**config.mk**
```make
export PLATFORM = sky130hd
export DESIGN_NAME = r2sdf_stage4
export DESIGN_NICKNAME = d
export VERILOG_FILES = /design/src/rtl/r2sdf_stage4_pkg.sv /design/src/rtl/cplx_delay_line.sv /design/src/rtl/r2sdf_stage4.sv
export SDC_FILE = /design/constraint.sdc
export NUM_CORES = 1
export LEC_CHECK = 0
export BUFFER_PORTS_ARGS = -buffer_cell sky130_fd_sc_hd__buf_2
export CORE_MARGIN = 1.5
export CORE_UTILIZATION = 45
export DETAILED_ROUTE_END_ITERATION = 12
export PLACE_DENSITY = 0.73
export SETUP_SLACK_MARGIN = 0.4
export SYNTH_ARGS = -nofsm -noshare
export SYNTH_HDL_FRONTEND = slang
export SYNTH_SLANG_ARGS = --single-unit
```
**constraint.sdc**
```tcl
create_clock -name clk -period 5.36 [get_ports clk]
set_input_delay 0.804 -clock clk [delete_from_list [all_inputs] [get_ports clk]]
set_output_delay 0.804 -clock clk [all_outputs]
set_load 0.1 [all_outputs]
```
**src/rtl/r2sdf_stage4_pkg.sv**
```systemverilog
// Shared complex-sample types and component helpers for the complex-arithmetic blocks.
// A packed sample is {re, im}, each component two's complement.
package r2sdf_stage4_pkg;

  localparam int CPLX_W = 12;
  localparam int CPLX_D = 4;

  typedef logic signed [CPLX_W-1:0] comp_t;
  typedef logic signed [CPLX_W:0]   comp_ext_t;
  typedef logic [2*CPLX_W-1:0]      cplx_t;

  function automatic comp_t re_of(cplx_t x);
    return comp_t'(x[2*CPLX_W-1:CPLX_W]);
  endfunction

  function automatic comp_t im_of(cplx_t x);
    return comp_t'(x[CPLX_W-1:0]);
  endfunction

  function automatic cplx_t cplx_pack(comp_t re, comp_t im);
    return {re, im};
  endfunction

  function automatic comp_ext_t sext(comp_t v);
    return comp_ext_t'({v[CPLX_W-1], v});
  endfunction

  // Floor-halving of a W+1-bit sum; the result always fits back into W bits.
  function automatic comp_t halve(comp_ext_t v);
    return comp_t'(v[CPLX_W:1]);
  endfunction

endpackage

```
**src/rtl/cplx_delay_line.sv**
```systemverilog
// D-deep shift register of packed complex samples; dout is the oldest entry.
module cplx_delay_line
  import r2sdf_stage4_pkg::*;
#(
  parameter int W = CPLX_W,
  parameter int D = CPLX_D
) (
  input  logic         clk,
  input  logic         rstn,
  input  logic         en,
  input  logic [2*W-1:0] din,
  output logic [2*W-1:0] dout
);

  logic [2*W-1:0] mem [D];

  always_ff @(posedge clk or negedge rstn) begin
    if (!rstn) begin
      for (int i = 0; i < D; i++) mem[i] <= '0;
    end else if (en) begin
      mem[0] <= din;
      for (int i = 1; i < D; i++) mem[i] <= mem[i-1];
    end
  end

  assign dout = mem[D-1];

endmodule

```
**src/rtl/r2sdf_stage4.sv**
```systemverilog
// Radix-2 SDF butterfly stage: fill phase stores samples, butterfly phase emits
// halved sums and recirculates halved differences through the delay line.
module r2sdf_stage4
  import r2sdf_stage4_pkg::*;
#(
  parameter int W = CPLX_W,
  parameter int D = CPLX_D
) (
  input  logic           clk,
  input  logic           rstn,
  input  logic           in_valid,
  input  logic [2*W-1:0] in,
  output logic           out_valid,
  output logic [2*W-1:0] out
);

  localparam int CW = $clog2(2*D);

  logic [CW-1:0]  cnt;
  logic           primed;
  logic           bfly_p0;
  logic [2*W-1:0] dl_out, dl_in, sum_p0, diff_p0;
  logic [2*W-1:0] out_p1;
  logic           vld_p1;

  function automatic cplx_t bfly_sum(cplx_t a, cplx_t b);
    return cplx_pack(halve(sext(re_of(a)) + sext(re_of(b))),
                     halve(sext(im_of(a)) + sext(im_of(b))));
  endfunction

  function automatic cplx_t bfly_diff(cplx_t a, cplx_t b);
    return cplx_pack(halve(sext(re_of(a)) - sext(re_of(b))),
                     halve(sext(im_of(a)) - sext(im_of(b))));
  endfunction

  // Stage p0: phase decode and butterfly on the oldest stored sample.
  assign bfly_p0 = (cnt >= CW'(D));
  assign sum_p0  = bfly_sum(dl_out, in);
  assign diff_p0 = bfly_diff(dl_out, in);
  assign dl_in   = bfly_p0 ? diff_p0 : in;

  cplx_delay_line #(.W(W), .D(D)) dl (
    .clk  (clk),
    .rstn (rstn),
    .en   (in_valid),
    .din  (dl_in),
    .dout (dl_out)
  );

  // Stage p1: registered output; during fill the previous frame's differences drain out.
  always_ff @(posedge clk or negedge rstn) begin
    if (!rstn) begin
      cnt    <= '0;
      primed <= 1'b0;
      out_p1 <= '0;
      vld_p1 <= 1'b0;
    end else begin
      vld_p1 <= in_valid & (bfly_p0 | primed);
      if (in_valid) begin
        cnt    <= (cnt == CW'(2*D-1)) ? '0 : cnt + CW'(1);
        out_p1 <= bfly_p0 ? sum_p0 : dl_out;
        if (cnt == CW'(D-1)) primed <= 1'b1;
      end
    end
  end

  assign out       = out_p1;
  assign out_valid = vld_p1;

endmodule

```
==> flow_summary.json, run 1 <==
{
  "post_cts_buffers": 0,
  "overflow": 0,
  "io_buffer_count": 51,
  "critPathCaptureType": "register",
  "synth_edf_count": 0,
  "hpwl_um": 10300,
  "ys_ff_latch": 125,
  "ctsLongestPathBuffers": 2,
  "synthArstFlopShare_pct": 100,
  "synthToLayoutAreaGrowth_pct": 14.0,
  "core_area_um2": 15400,
  "path_class": "in2reg",
  "p_leak_nw": 3.73,
  "slew_headroom_pct": 30.1,
  "place_congestion": 0.929,
  "hold_viol": 0,
  "drc": 0,
  "cp_max_fo": 79,
  "antennaDiodeCount": 0,
  "ys_seq_area_share_pct": 43.7,
  "seq_power_share_pct": 30.0,
  "tns_ns": 0,
  "internal_power_mw": 3.21,
  "dieArea_um2": 16700,
  "drive_gt1_share_pct": 23.8,
  "vias": 5021,
  "die_h_um": 129,
  "power.density_nw_per_um2": 706,
  "syn_inst": 679,
  "skew_ns": 0.0122,
  "multi_input_area_um2": 3670,
  "crit_arrival_ns": 2.88,
  "die_x_um": 129,
  "fin_crit_sh_pct": 48.2,
  "cts_buffers": 17,
  "startpoint_type": "input pin",
  "wire_per_inst_um": 15.5,
  "crit_required_ns": 5.65,
  "nFillCells": 1334,
  "grt_first_pass_wirelength_um": 24600,
  "synth_area_um2": 7150,
  "antenna_found_initial": 0,
  "yosys.cell_types.count": 66,
  "drt_iter0_drc": 253,
  "outcome": "finished clean",
  "ir_drop_mv": 0.384,
  "clkSinkCount": 125,
  "pin_count": 52,
  "slew_viol_final": 0,
  "fp-row-count": 45,
  "place_area_um2": 7540,
  "seqCellArea_um2": 3130,
  "grt_usage_pct": 18.8,
  "clk_latency_ns": 0.42,
  "routed_wirelength_um": 14500,
  "grt_max_degree": 80,
  "fin_nets": 794,
  "syn_area_per_cell_um2": 10.5,
  "fin_crit_ns": 2.59,
  "drt_pass1_iterations": 4,
  "cts.hold.buffers_added": 0,
  "worst_slew_pin_slew_ns": 1.05,
  "path_clk_slew_ns": 0.06,
  "yosys_warnings": 0,
  "clockRootBuffer": "clkbuf_16",
  "pwr-share-clk_pct": 20.3,
  "ant_nets": 0,
  "htreeDepth": 4,
  "grt_pass1_vias": 5281,
  "pwr-share-comb_pct": 49.8,
  "drv_cap": 0,
  "p_sw_mw": 2.55,
  "synthFlopType": "dfrtp_1",
  "syn_nets": 758,
  "fin_area_um2": 8150,
  "setup_viol": 0,
  "rsz0062_at_grt": "no",
  "cts_tree": "yes",
  "swShare_pct": 44.3,
  "fmax_ghz": 0.387,
  "routed_via_density": 5.35,
  "start_util_pct": 46.5,
  "cts_resized": 0,
  "hp-class": "in2async"
}
## placed cells by master (no fill, tap or decap), drive strengths merged, types with 10 or more instances in the layout
| master | n |
|---|---|
| xnor2 | 23 |
| mux2i | 12 |
| o21ai | 30 |
| nor2b | 13 |
| nor2 | 53 |
| a21o | 13 |
| dfrtp | 125 |
| a21oi | 52 |
| nor3 | 15 |
| ha | 48 |
| nand2 | 16 |
| buf | 55 |
| clkbuf | 19 |
| inv | 53 |
| mux2 | 72 |
| nand3 | 18 |
| a211oi | 10 |
## registers in the layout, summed over array words and instances (netlist names)
signal     flops
out           24
cnt            3
out_valid      1
primed         1
dl.dout       24
dl.mem        72
## cells in the mapped netlist, drive strengths merged (2+ instances only)
cell	n	area (um^2)
ha	48	601
inv	51	191
mux2	72	811
or3	4	25.0
a21oi	52	264
nand2	16	60.1
xnor2	23	201
o221ai	8	70.1
o41ai	3	26.3
nand3b	2	15.0
dfrtp	125	3130
and2b	5	37.5
nand3	18	90.1
o21a	5	37.5
clkbuf	27	101
fa	4	80.1
nor2	53	199
nor3	15	80.1
o21ai	30	154
and2	3	18.8
o31ai	3	27.5
a31oi	8	50.1
a311o	2	20.0
a211oi	10	92.6
xor2	6	52.6
buf	11	63.8
a221oi	4	53.8
nand2b	2	12.5
a21o	13	97.6
o21bai	4	30.0
o211ai	3	27.5
nand4	2	12.5
mux2i	12	120
o311ai	4	52.6
nor4	3	18.8
nor2b	13	83.8
## final cells by class
cell class / count / area share [%]
clock inverters: 13 / 2.03
repair buffers: 55 / 3.56
well taps: 211 / 3.24
clock buffers: 19 / 5.44
inverters: 51 / 2.35
flip-flops and latches: 125 / 38.4
multi-input cells: 465 / 45.0
## cell families (layout without fill, tap and decap cells)
group,count (synthesis),count (layout),share of synthesized area (%)
AOI/OAI and AO/OA,156,156,14.9
xor gates and xnor gates,29,29,3.55
adders and majority gates,52,52,9.52
buffers and inverters,89,138,4.99
DFF,125,125,43.7
muxes,84,84,13.0
and+or+nand+nor,144,144,10.3
## power groups by stage
stage / clock, mW / combinational [mW] / sequential, mW
floorplan: 0 / 1.71 / 2.31
global placement: 0 / 2.78 / 1.70
detailed placement: 0 / 2.85 / 1.74
CTS: 1.19 / 2.87 / 1.73
global route: 1.24 / 3.10 / 1.79
finish: 1.17 / 2.86 / 1.72
## layer usage
metal	vias to the layer above	track usage [%]	part of all wire, %
li1	2468	-	-
met4	0	6.35	1.0
met2	74	32.7	51
met5	-	0	0
met3	12	5.24	2.9
met1	2467	22.5	45
## worst max-delay path, cell delays in order
cell and delay (ns):
buf_4 0.60, inv_1 0.71, or3_1 0.54, o21ai_0 0.10, a21oi_1 0.07
## path summary, 6_finish.rpt
path	from	depth (start not counted)	end	slack, ns
min in group clk	primed$_DFFE_PN0P_	1	primed$_DFFE_PN0P_	0.47
worst max-delay path	in_valid	5	out[23]$_DFFE_PN0P_	2.77
max in group asynchronous	rstn	2	cnt[2]$_DFFE_PN0P_	3.63
worst max register to register	dl.dout[0]$_DFFE_PN0P_	8	out[9]$_DFFE_PN0P_	2.83
worst min register to register	primed$_DFFE_PN0P_	1	primed$_DFFE_PN0P_	0.47
worst min-delay path	rstn	1	out[3]$_DFFE_PN0P_	0.47
## metrics by stage
step / hold WS (ns) / power, mW / setup WS (ns) / util [%] / cells
2_1_floorplan: 0.429 / 4.02 / 2.79 / - / 679
3_3_place_gp: 0.444 / 4.47 / 2.39 / 49.1 / 907
3_5_place_dp: 0.459 / 4.59 / 2.35 / 49.1 / 907
4_1_cts: 0.471 / 5.79 / 2.79 / 53.0 / 939
5_1_grt: 0.498 / 6.13 / 2.62 / 53.0 / 939
6_report: 0.467 / 5.75 / 2.77 / 53.0 / 939
Note: power is estimated with default switching activity, not from simulation.
==> run 2: changes to the inputs <==
--- a/config.mk
+++ b/config.mk
@@ -9,7 +9,7 @@
 export CORE_MARGIN = 1.5
 export CORE_UTILIZATION = 45
 export DETAILED_ROUTE_END_ITERATION = 12
-export PLACE_DENSITY = 0.73
+export PLACE_DENSITY = 0.76
 export SETUP_SLACK_MARGIN = 0.4
 export SYNTH_ARGS = -nofsm -noshare
 export SYNTH_HDL_FRONTEND = slang
==> constraint.sdc (replaced) <==
create_clock -name clk -period 2.3 [get_ports clk]
set_input_delay 0.345 -clock clk [delete_from_list [all_inputs] [get_ports clk]]
set_output_delay 0.345 -clock clk [all_outputs]
set_load 0.1 [all_outputs]
==> run 2 against run 1 <==
Count of clock-buffer cells in the layout up 2. Hold slack worse by 0.27 ns. Clock skew down 0.0061 ns. Clock power up 130%. Core utilization up 6.9 points. Critical path type is now reg2reg. Critical endpoint is now out[9]$_DFFE_PN0P_.
==> flow_summary.json, run 2 (synthesis results as in run 1) <==
{
  "routed_via_density": 5.41,
  "ir_drop_mv": 0.883,
  "drt_pass1_iterations": 6,
  "setup_viol": 0,
  "grt_max_degree": 121,
  "grt_pass1_vias": 5405,
  "reg2reg_to": "out[9]$_DFFE_PN0P_",
  "outcome": "finished clean",
  "rsz0062_at_grt": "yes",
  "synthToLayoutAreaGrowth_pct": 28.9,
  "clockRootBuffer": "clkbuf_16",
  "reg2reg_from": "dl.dout[0]$_DFFE_PN0P_",
  "fin_crit_sh_pct": 98.5,
  "dieArea_um2": 16700,
  "fp-row-count": 45,
  "power.density_nw_per_um2": 1660,
  "p_sw_mw": 6.74,
  "pin_count": 52,
  "drive_gt1_share_pct": 39.7,
  "startpoint_type": "register",
  "nFillCells": 1186,
  "slew_viol_final": 0,
  "drv_cap": 0,
  "crit_end": "out[9]$_DFFE_PN0P_",
  "ant_nets": 0,
  "wire_per_inst_um": 17.0,
  "largest_register_ffs": 72,
  "worst_slew_pin_slew_ns": 0.598,
  "core_area_um2": 15400,
  "routed_wirelength_um": 16900,
  "cts_buffers": 17,
  "crit_required_ns": 2.61,
  "pwr-share-clk_pct": 18.0,
  "overflow": 0,
  "htreeDepth": 4,
  "antennaDiodeCount": 0,
  "cp_max_fo": 2,
  "timing.reg2reg.worst_path_depth": 8,
  "cts_tree": "yes",
  "vias": 5390,
  "slew_headroom_pct": 60.0,
  "fmax_ghz": 0.441,
  "mostFrequentLayoutCell": "dfrtp_1",
  "ctsLongestPathBuffers": 2,
  "crit_arrival_ns": 2.58,
  "tns_ns": 0,
  "place_congestion": 0.875,
  "grt_usage_pct": 20.8,
  "startpoint": "dl.dout[0]$_DFFE_PN0P_",
  "die_h_um": 129,
  "internal_power_mw": 8.54,
  "place_area_um2": 7860,
  "io_buffer_count": 51,
  "pwr-share-comb_pct": 55.8,
  "drc": 0,
  "setup_ws_ns": 0.0335,
  "path_clk_slew_ns": 0.06,
  "fin_crit_ns": 2.27,
  "critPathCaptureType": "register",
  "drt_iter0_drc": 383,
  "start_util_pct": 46.5,
  "antenna_found_initial": 0,
  "hold_viol": 0,
  "path_class": "reg2reg",
  "p_leak_nw": 4.14,
  "pre_cts_ws_ns": -0.0346,
  "clkSinkCount": 125,
  "clk_latency_ns": 0.43,
  "die_x_um": 129,
  "fin_nets": 851,
  "fin_area_um2": 9210,
  "swShare_pct": 44.1,
  "final_cell_mix": "dfrtp_1 (121), mux2_2 (70), buf_4 (54)",
  "hpwl_um": 10300,
  "seq_power_share_pct": 26.2,
  "top_register": "dl.mem",
  "rrSetupSlack_ns": 0.03,
  "skew_ns": 0.00615,
  "grt_first_pass_wirelength_um": 26900,
  "hp-class": "in2reg"
}
run 2: cell types whose count changed in the layout (fill, tap and decap cells not counted), sizes merged:
cell / before / now
buf: 55 / 111
clkinvlp: 4 / 3
clkinv: 4 / 5
dlygate4sd3: 0 / 1
clkbuf: 19 / 21
inv: 53 / 51
run 2: worst max-delay path, cell delays in order (launching register included):
cell      delay [ns]
dfrtp_1         0.38
and2_4          0.14
fa_2            0.33
nor2b_4         0.14
o311ai_4        0.27
a21oi_2         0.13
a221oi_2        0.31
mux2i_1         0.14
a311o_1         0.29
run 2: routing by layer:
metal / vias to the layer above / part of all wire (%) / global-route usage [%]
met5: - / 0 / 0
met4: 0 / 1.9 / 8.92
met3: 26 / 4.9 / 4.83
met2: 146 / 47 / 32.7
met1: 2642 / 46 / 27.8
li1: 2576 / - / -
run 2: timing repair:
action | CTS | global route
pin swaps | 36 | 31
endpoints found under the setup margin | 30 | 37
resized for setup | 54 | 59
endpoints found under the hold margin | 24 | 0
hold buffers | 1 | 0
setup buffers | 14 | 13
run 2: worst min-delay path by stage:
stage / slack [ns] / start / endpoint / cells after the start
detailed placement: 0.30 / rstn / dl.mem[45]$_DFFE_PN0P_ / 1
finish: 0.20 / in[18] / dl.mem[90]$_DFFE_PN0P_ / 3
floorplan: 0.05 / rstn / cnt[0]$_DFFE_PN0P_ / 0
CTS: 0.19 / in[6] / dl.mem[78]$_DFFE_PN0P_ / 3
global route: 0.22 / in[6] / dl.mem[78]$_DFFE_PN0P_ / 3
global placement: 0.30 / rstn / dl.mem[45]$_DFFE_PN0P_ / 1
run 2: power groups by stage:
stage / Sequential (mW) / Clock (mW) / Combinational, mW
finish: 4.01 / 2.74 / 8.53
CTS: 4.00 / 2.78 / 7.68
detailed placement: 4.02 / 0 / 7.00
global placement: 3.99 / 0 / 6.88
floorplan: 5.38 / 0 / 4.10
global route: 4.14 / 2.88 / 9.13
run 2: metrics by stage:
stage	instances	utilization [%]	total power, mW	hold WS, ns
2_1_floorplan	679	-	9.48	0.0494
3_3_place_gp	936	51.1	10.9	0.296
3_5_place_dp	936	51.1	11.0	0.300
4_1_cts	983	57.5	14.5	0.194
5_1_grt	996	59.9	16.2	0.215
6_report	996	59.9	15.3	0.198
run 2: area by class of cell:
| type | instances | area, um^2 | share of cell area [%] |
|---|---|---|---|
| Timing Repair Buffer | 112 | 777 | 8.43 |
| Tap cell | 211 | 264 | 2.87 |
| Clock buffer | 21 | 460 | 5.00 |
| Clock inverter | 11 | 141 | 1.53 |
| Inverter | 51 | 194 | 2.10 |
| Multi-Input combinational cell | 465 | 4240 | 46.1 |
| Sequential cell | 125 | 3130 | 34.0 |
